`config.mk`:
```
export PLATFORM = sky130hd
export DESIGN_NAME = spiker_result_packer
export DESIGN_NICKNAME = d
export VERILOG_FILES = /design/src/rtl/spiker_packer_pkg.sv /design/src/rtl/spiker_popcount.sv /design/src/rtl/spiker_result_packer.sv
export SDC_FILE = /design/constraint.sdc
export NUM_CORES = 2
export LEC_CHECK = 0
export CAP_MARGIN = 20
export CORE_AREA = 2 2 624 626
export DETAILED_ROUTE_END_ITERATION = 12
export DIE_AREA = 0 0 626 628
export PLACE_DENSITY_LB_ADDON = 0.3
export SLEW_MARGIN = 10
export SYNTH_ARGS = -nofsm -noshare
export SYNTH_HDL_FRONTEND = slang
export SYNTH_HIERARCHICAL = 1
export SYNTH_SLANG_ARGS = --single-unit
```
`constraint.sdc`:
```
create_clock -name clk_i -period 18.3 [get_ports clk_i]
set_input_delay 3.66 -clock clk_i [delete_from_list [all_inputs] [get_ports clk_i]]
set_output_delay 3.66 -clock clk_i [all_outputs]
set_load 0.01 [all_outputs]
```
`src/rtl/spiker_packer_pkg.sv`:
```
// Shared types and helpers for the spiker result packer.
package spiker_packer_pkg;

    typedef enum logic [1:0] {
        StIdle,
        StCollect,
        StDone
    } state_e;

    // Widest vector the popcount helper can count; callers zero-extend into it.
    localparam int unsigned POP_MAX_WIDTH = 1024;

    function automatic int unsigned popcount(input logic [POP_MAX_WIDTH-1:0] vec,
                                             input int unsigned width);
        int unsigned n;
        n = 0;
        for (int unsigned i = 0; i < POP_MAX_WIDTH; i++) begin
            if (i < width) n += {31'd0, vec[i]};
        end
        return n;
    endfunction

endpackage

```
`src/rtl/spiker_popcount.sv`:
```
// Combinational population count of a WIDTH-bit vector.
module spiker_popcount
    import spiker_packer_pkg::*;
#(
    parameter int unsigned WIDTH = 8
) (
    input  logic [WIDTH-1:0]           data_i,
    output logic [$clog2(WIDTH+1)-1:0] count_o
);

    localparam int unsigned CW = $clog2(WIDTH + 1);

    if (WIDTH > POP_MAX_WIDTH) begin : g_width_check
        $error("spiker_popcount: WIDTH exceeds POP_MAX_WIDTH");
    end

    logic [POP_MAX_WIDTH-1:0] padded;

    always_comb begin
        padded = '0;
        padded[WIDTH-1:0] = data_i;
    end

    assign count_o = CW'(popcount(padded, WIDTH));

endmodule

```
`src/rtl/spiker_result_packer.sv`:
```
// Packs spike-core output (parallel snapshot or LSB-first beat stream) into the
// result register bank, with per-word write enables, frame popcount and error flags.
module spiker_result_packer
    import spiker_packer_pkg::*;
#(
    parameter int unsigned REG_WIDTH = 32,
    parameter int unsigned N_REG     = 24,
    parameter int unsigned IN_WIDTH  = 8,
    localparam int unsigned DATA_WIDTH    = N_REG * REG_WIDTH,
    localparam int unsigned BEATS_PER_REG = REG_WIDTH / IN_WIDTH,
    localparam int unsigned CNT_W         = $clog2(DATA_WIDTH + 1)
) (
    input  logic                  clk_i,
    input  logic                  rst_i,
    input  logic                  start_i,
    input  logic                  abort_i,
    input  logic                  par_sample_i,
    input  logic [DATA_WIDTH-1:0] par_data_i,
    input  logic                  s_valid_i,
    input  logic [IN_WIDTH-1:0]   s_data_i,
    input  logic                  s_last_i,
    output logic                  s_ready_o,
    output logic [DATA_WIDTH-1:0] result_o,
    output logic [N_REG-1:0]      result_de_o,
    output logic [CNT_W-1:0]      spike_count_o,
    output logic                  busy_o,
    output logic                  done_o,
    output logic                  short_frame_o,
    output logic                  overflow_o,
    input  logic                  err_clr_i
);

    if (REG_WIDTH % IN_WIDTH != 0) begin : g_width_check
        $error("spiker_result_packer: IN_WIDTH must divide REG_WIDTH");
    end

    localparam int unsigned BIDX_W   = (BEATS_PER_REG > 1) ? $clog2(BEATS_PER_REG) : 1;
    localparam int unsigned WIDX_W   = (N_REG > 1) ? $clog2(N_REG) : 1;
    localparam int unsigned IN_CNT_W = $clog2(IN_WIDTH + 1);
    localparam logic [BIDX_W-1:0] LAST_BEAT = BIDX_W'(BEATS_PER_REG - 1);
    localparam logic [WIDX_W-1:0] LAST_WORD = WIDX_W'(N_REG - 1);

    state_e                state_q;
    logic [WIDX_W-1:0]     widx_q;
    logic [BIDX_W-1:0]     bidx_q;
    logic [REG_WIDTH-1:0]  asm_q;
    logic [CNT_W-1:0]      run_cnt_q;
    logic [DATA_WIDTH-1:0] result_q;
    logic [N_REG-1:0]      de_q;
    logic [CNT_W-1:0]      cnt_q;
    logic                  done_q;
    logic                  short_q;
    logic                  ovf_q;

    logic [IN_CNT_W-1:0]   beat_cnt;
    logic [CNT_W-1:0]      par_cnt;
    logic [CNT_W-1:0]      run_sum;
    logic [REG_WIDTH-1:0]  beat_word;
    logic [REG_WIDTH-1:0]  word_next;
    logic                  beat_acc;

    spiker_popcount #(
        .WIDTH (IN_WIDTH)
    ) u_pop_beat (
        .data_i  (s_data_i),
        .count_o (beat_cnt)
    );

    spiker_popcount #(
        .WIDTH (DATA_WIDTH)
    ) u_pop_par (
        .data_i  (par_data_i),
        .count_o (par_cnt)
    );

    assign s_ready_o = 1'b1;
    assign beat_acc  = s_valid_i && s_ready_o;
    assign run_sum   = run_cnt_q + CNT_W'(beat_cnt);

    // Assembly register is cleared after every commit, so a partial word has zero upper bits.
    always_comb begin
        beat_word = '0;
        beat_word[bidx_q*IN_WIDTH +: IN_WIDTH] = s_data_i;
        word_next = asm_q | beat_word;
    end

    always_ff @(posedge clk_i) begin
        if (rst_i) begin
            state_q   <= StIdle;
            widx_q    <= '0;
            bidx_q    <= '0;
            asm_q     <= '0;
            run_cnt_q <= '0;
            result_q  <= '0;
            de_q      <= '0;
            cnt_q     <= '0;
            done_q    <= 1'b0;
            short_q   <= 1'b0;
            ovf_q     <= 1'b0;
        end else begin
            de_q   <= '0;
            done_q <= 1'b0;
            // Set events below are assigned later and therefore win over the clear.
            if (err_clr_i) begin
                short_q <= 1'b0;
                ovf_q   <= 1'b0;
            end
            unique case (state_q)
                StIdle: begin
                    if (beat_acc) ovf_q <= 1'b1;
                    if (par_sample_i) begin
                        result_q <= par_data_i;
                        de_q     <= '1;
                        done_q   <= 1'b1;
                        cnt_q    <= par_cnt;
                        state_q  <= StDone;
                    end else if (start_i && !abort_i) begin
                        widx_q    <= '0;
                        bidx_q    <= '0;
                        asm_q     <= '0;
                        run_cnt_q <= '0;
                        state_q   <= StCollect;
                    end
                end
                StCollect: begin
                    if (abort_i) begin
                        state_q <= StIdle;
                    end else if (beat_acc) begin
                        run_cnt_q <= run_sum;
                        if (bidx_q == LAST_BEAT || s_last_i) begin
                            result_q[widx_q*REG_WIDTH +: REG_WIDTH] <= word_next;
                            de_q[widx_q] <= 1'b1;
                            asm_q        <= '0;
                            bidx_q       <= '0;
                            widx_q       <= widx_q + WIDX_W'(1);
                            if (widx_q == LAST_WORD && bidx_q == LAST_BEAT) begin
                                done_q  <= 1'b1;
                                cnt_q   <= run_sum;
                                state_q <= StDone;
                            end else if (s_last_i) begin
                                short_q <= 1'b1;
                                done_q  <= 1'b1;
                                cnt_q   <= run_sum;
                                state_q <= StDone;
                            end
                        end else begin
                            asm_q  <= word_next;
                            bidx_q <= bidx_q + BIDX_W'(1);
                        end
                    end
                end
                StDone: begin
                    if (beat_acc) ovf_q <= 1'b1;
                    state_q <= StIdle;
                end
                default: state_q <= StIdle;
            endcase
        end
    end

    assign result_o      = result_q;
    assign result_de_o   = de_q;
    assign spike_count_o = cnt_q;
    assign busy_o        = (state_q == StCollect);
    assign done_o        = done_q;
    assign short_frame_o = short_q;
    assign overflow_o    = ovf_q;

endmodule
```
# Word level (Yosys, flattened, before mapping)
# Index checks and enable logic that the tools add are counted.
# totals
ff_bits	856
inputBits	784
out_inout_bits	807
elab_cells	894
# classes
add_sub_neg	779
n_lt_le_gt_ge	2
n_eq_ne	15
n_shift	4
muxes	68
bitwise_logic	2
n_reduce_logical	13
# op_table
operator	count
adder 10 x 1 -> 10 bit	766
2-to-1 mux 768 bit	4
case mux 768 bit (2 select lines)	1
bitwise mux 768 bit	1
variable shift 32 x 34 -> 768 bit (first input constant)	1
variable part select 32 x 34 -> 768 bit	1
2-to-1 mux 32 bit	5
2-to-1 mux 10 bit	10
2-to-1 mux 24 bit	4
case mux 32 bit (2 select lines)	1
case mux 24 bit (2 select lines)	1
case mux 10 bit (2 select lines)	2
negator 10 -> 34 bit	1
negator 5 -> 34 bit	1
variable shift 8 x 34 -> 32 bit (first input constant)	1
variable part select 8 x 34 -> 32 bit	1
bitwise AND 32 bit	1
bitwise OR 32 bit	1
2-to-1 mux 5 bit	5
adder 4 x 1 -> 4 bit	6
2-to-1 mux 2 bit	12
2-to-1 mux 1 bit	17
AND reduction 6 bit	2
adder 10 x 4 -> 10 bit	1
25 further kinds	37

# Longest topological paths before layout
# logic_depth
ltp_word	769
depth_mapped	38
depth_no_buf	38

# Modules after synthesis
# The synthesis kept the hierarchy.
# by_module_without_submodules
module	instances	cells_each	area_per_inst_um2	seq_area_each_um2
spiker_result_packer	1	4510	38361.8	17136.4
spiker_popcount at u_pop_par	1	1941	20487.1	0.0
spiker_popcount at u_pop_beat	1	24	190.2	0.0

# Least setup slack after synthesis
# No wires, ideal clock.
# synth_timing
path_kind	input to register
start	in par_data_i[0]
end	reg cnt_q[8] (netlist: spike_count_o[8])
setup_ns	0.070
arrival_time_ns	13.911
required_ns	18.230
setup_slack_ns	4.319
stages	32
n_path_buf	0
cell_sequence	inv_1 -> fa_1 -> fa_1 -> fa_1 -> inv_1 -> ha_1 -> inv_1 -> fa_1 -> inv_1 -> ha_1 -> inv_1 -> fa_1 -> fa_1 -> fa_1 -> fa_1 -> fa_1 -> fa_1 -> fa_1 -> fa_1 -> fa_1 -> fa_1 -> fa_1 -> fa_1 -> inv_1 -> fa_1 -> a21oi_2 -> o2111ai_1 -> a31oi_1 -> xnor2_1 -> nor2_1 -> a311o_1 -> a21oi_1
# synth_lines
element	line_no	text
from (decl)	spiker_result_packer.sv:18	input logic [DATA_WIDTH-1:0] par_data_i,
to (signal assigned)	spiker_result_packer.sv:115	cnt_q <= par_cnt;
to (signal assigned)	spiker_result_packer.sv:138	cnt_q <= run_sum;
to (signal assigned)	spiker_result_packer.sv:143	cnt_q <= run_sum;
to (decl)	spiker_result_packer.sv:50	logic [CNT_W-1:0] cnt_q;

==> run metrics <==
status=complete, no violations; Via-to-Cell Ratio=roughly 4.7; Worst-path clk slew=50 ps; die area=0.3931 mm²; Inst Count DP=between 10000 and 15000; crit share post-route=78.68%; Max-slew headroom=13.84%; Top cell by count, worst path=fa_1; antenna-violating nets left=0; Seq/Total Area, Yosys=between 20% and 30%; Setup-failing EPs final=0; achievable frequency=about 69 MHz; Area Growth Syn to Fin=46.09%; CP startpoint kind=primary input; critical path's top delay family=adder cells; die height=roughly 630 µm; GRT Residual Overflow=0; Netlist Area Pre-Place=0.05904 mm²; Crit. path cell count=33; antenna violations before repair=approximately 270; IO Port Bufs=~1600; CTS resizes=0; Least-Margin Pin Slew=roughly 1300 ps; Yosys reg bits=856; Worst Slack Setup Final=about 3900 ps; Worst EP arrival=15170 ps; Synthesis Warnings=6; Site Rows=about 230; TNS Setup=0 ps; EDFF count, synth=0; syn nets=around 8100; worst-path cell with the longest stage delay=fa_1; Root Buffer=clkbuf_16; vias in the first global route=60270; # IOs=~1600; share of cells above drive strength 1=just over 7%; H-Tree Depth=4; non-filler cells in the finished layout=13240; initial drt markers=6126; Max stage delay on crit path=roughly 600 ps; Final Net Count=roughly 9500; Worst Skew=between 40 and 50 ps; Synth cell types=79; Vias=just over 60000; Die W=626 µm; Post-CTS Hold Fix Bufs=0; Post-synth ARST share=0%; Routed WL=about 590000 µm; clock latency on the worst-skew pair=~900 ps; placed inst area=around 0.08 mm²; largest net degree at the start of global routing=136; CTS tree=yes; clock tree buffer depth=4; Final HPWL DP=slightly below 500000 µm; Crit Path Class=in2reg; WP data required=approximately 19000 ps; core area=around 0.39 mm²; Total GRT Usage=around 29%; dominant synthesized flop cell=dfxtp_1; Initial Util=around 15%; # Max-Cap Violations=0; minimum clock period after layout=roughly 14000 ps; Worst Reg-to-Reg Cells=10; Avg Inst Size Synth=approximately 9 µm²; Detailed Routing Iterations Pass 1=6; first-pass GRT wire length=around 730000 µm; Mapped Cells=roughly 6500; DR WL/cell=between 40 and 50 µm; number of buffers and inverters on the critical path=7; Hold Crit Depth=2; fin area=roughly 0.086 mm²; CTS Buf Count=139; worst-path fanout max=3; RSZ-0062 raised after global routing=no; clk sinks=about 860; CP Capture Type=flop; RePlAce Congestion=0.9661; post-CTS setup buffer count=0; DRC=0; Tightest Hold Check Type=reg2reg; setup slack at placement=~3000 ps; fill count=42510; Fin. Hold Viols=0; Final Max Slew Viols=0
-- final cells by class --
class                   count  area, µm²  share of cell area (%)
diodes                    114      285.3                  0.3308
repair buffers           1777      17360                   20.13
clock buffers             192       3939                   4.567
flip-flops and latches    856      17140                   19.87
clock inverters            48      631.9                  0.7326
multi-input cells        3956      36270                   42.05
well taps                5197       6502                   7.539
inverters                1098       4124                   4.781
-- cell usage in the layout (no fill, tap or decap), types with 114 or more instances in the layout --
cell type,n
nor3_1,264
a221oi_1,382
inv_1,1097
clkbuf_16,140
nor2_1,366
a22oi_1,308
clkdlybuf4s50_1,1588
nand2_1,241
fa_1,756
buf_4,184
a211oi_1,269
dfxtp_1,856
diode_2,114
a21oi_1,562
and3_1,132
-- through the flow --
stage	hold WS (ps)	util [%]
2_1_floorplan	431.8	-
3_3_place_gp	449.9	21.02
3_5_place_dp	449.0	21.02
4_1_cts	467.2	22.20
5_1_grt	482.3	22.24
6_report	465.6	22.28
-- tightest hold or removal path: cells and delay by family (launching register included) --
kind             cells  cell delay (ps)
flip-flops           1              310
AO/OA/AOI/OAI        1               60
AND/OR/NAND/NOR      1               50
-- cells in the mapped netlist, types with 5 or more instances --
cell | count | share of area (%)
a2111oi_0 | 17 | 0.25
a2111oi_1 | 5 | 0.085
a2111oi_2 | 23 | 0.58
a211oi_1 | 269 | 3.4
a21o_1 | 35 | 0.45
a21oi_1 | 568 | 4.8
a221oi_1 | 382 | 5.7
a22oi_1 | 308 | 3.9
a311oi_1 | 21 | 0.31
a31oi_1 | 29 | 0.31
a32oi_1 | 15 | 0.22
and2_1 | 22 | 0.23
and3_1 | 132 | 1.4
buf_1 | 16 | 0.10
buf_2 | 107 | 0.91
clkbuf_1 | 438 | 2.8
dfxtp_1 | 856 | 29
fa_1 | 756 | 26
ha_1 | 113 | 2.4
inv_1 | 1097 | 7.0
nand2_1 | 242 | 1.5
nand2b_1 | 8 | 0.085
nand3_1 | 25 | 0.21
nand4_1 | 33 | 0.35
nor2_1 | 412 | 2.6
nor2b_1 | 16 | 0.17
nor3_1 | 267 | 2.3
nor3b_1 | 6 | 0.076
nor4_1 | 26 | 0.28
nor4_2 | 6 | 0.13
o21ai_0 | 70 | 0.59
o21ai_1 | 13 | 0.11
o22ai_1 | 21 | 0.22
o31ai_1 | 7 | 0.089
or2_2 | 8 | 0.085
or3_1 | 6 | 0.064
xnor2_1 | 13 | 0.19
xor2_1 | 5 | 0.074
-- registers in the layout, summed over array words and instances (netlist names) --
register	flops
result_o	768
asm_q	32
result_de_o	24
run_cnt_q	10
spike_count_o	10
widx_q	5
bidx_q	2
state_q	2
done_o	1
overflow_o	1
short_frame_o	1
-- cells by family after synthesis --
group           Yosys count  synth area share [%]
compound gates         1825                 21.76
xor+xnor                 20                0.3221
fa+ha+maj               869                 28.03
buf+inv                1663                 10.83
flops                   856                 29.03
other cells               1              0.006352
simple gates           1241                 10.03
-- final timing paths --
path,startpoint,endpoint,slack [ps]
worst max-delay path,par_data_i[0],spike_count_o[8],3900
worst min register to register,run_cnt_q[0],run_cnt_q[0],470
worst min-delay path,run_cnt_q[0],run_cnt_q[0],470
worst max register to register,widx_q[0],result_o[655],12620
-- routing by layer --
metal	track usage [%]	part of all wire, %
met1	32.44	37
met3	9.641	9.0
met5	0	0.15
met4	20.41	8.0
met2	47.05	46
Power is left out: the tool's default activity adds up to more than one toggle a clock period on the data nets, which glitch-free logic cannot reach.
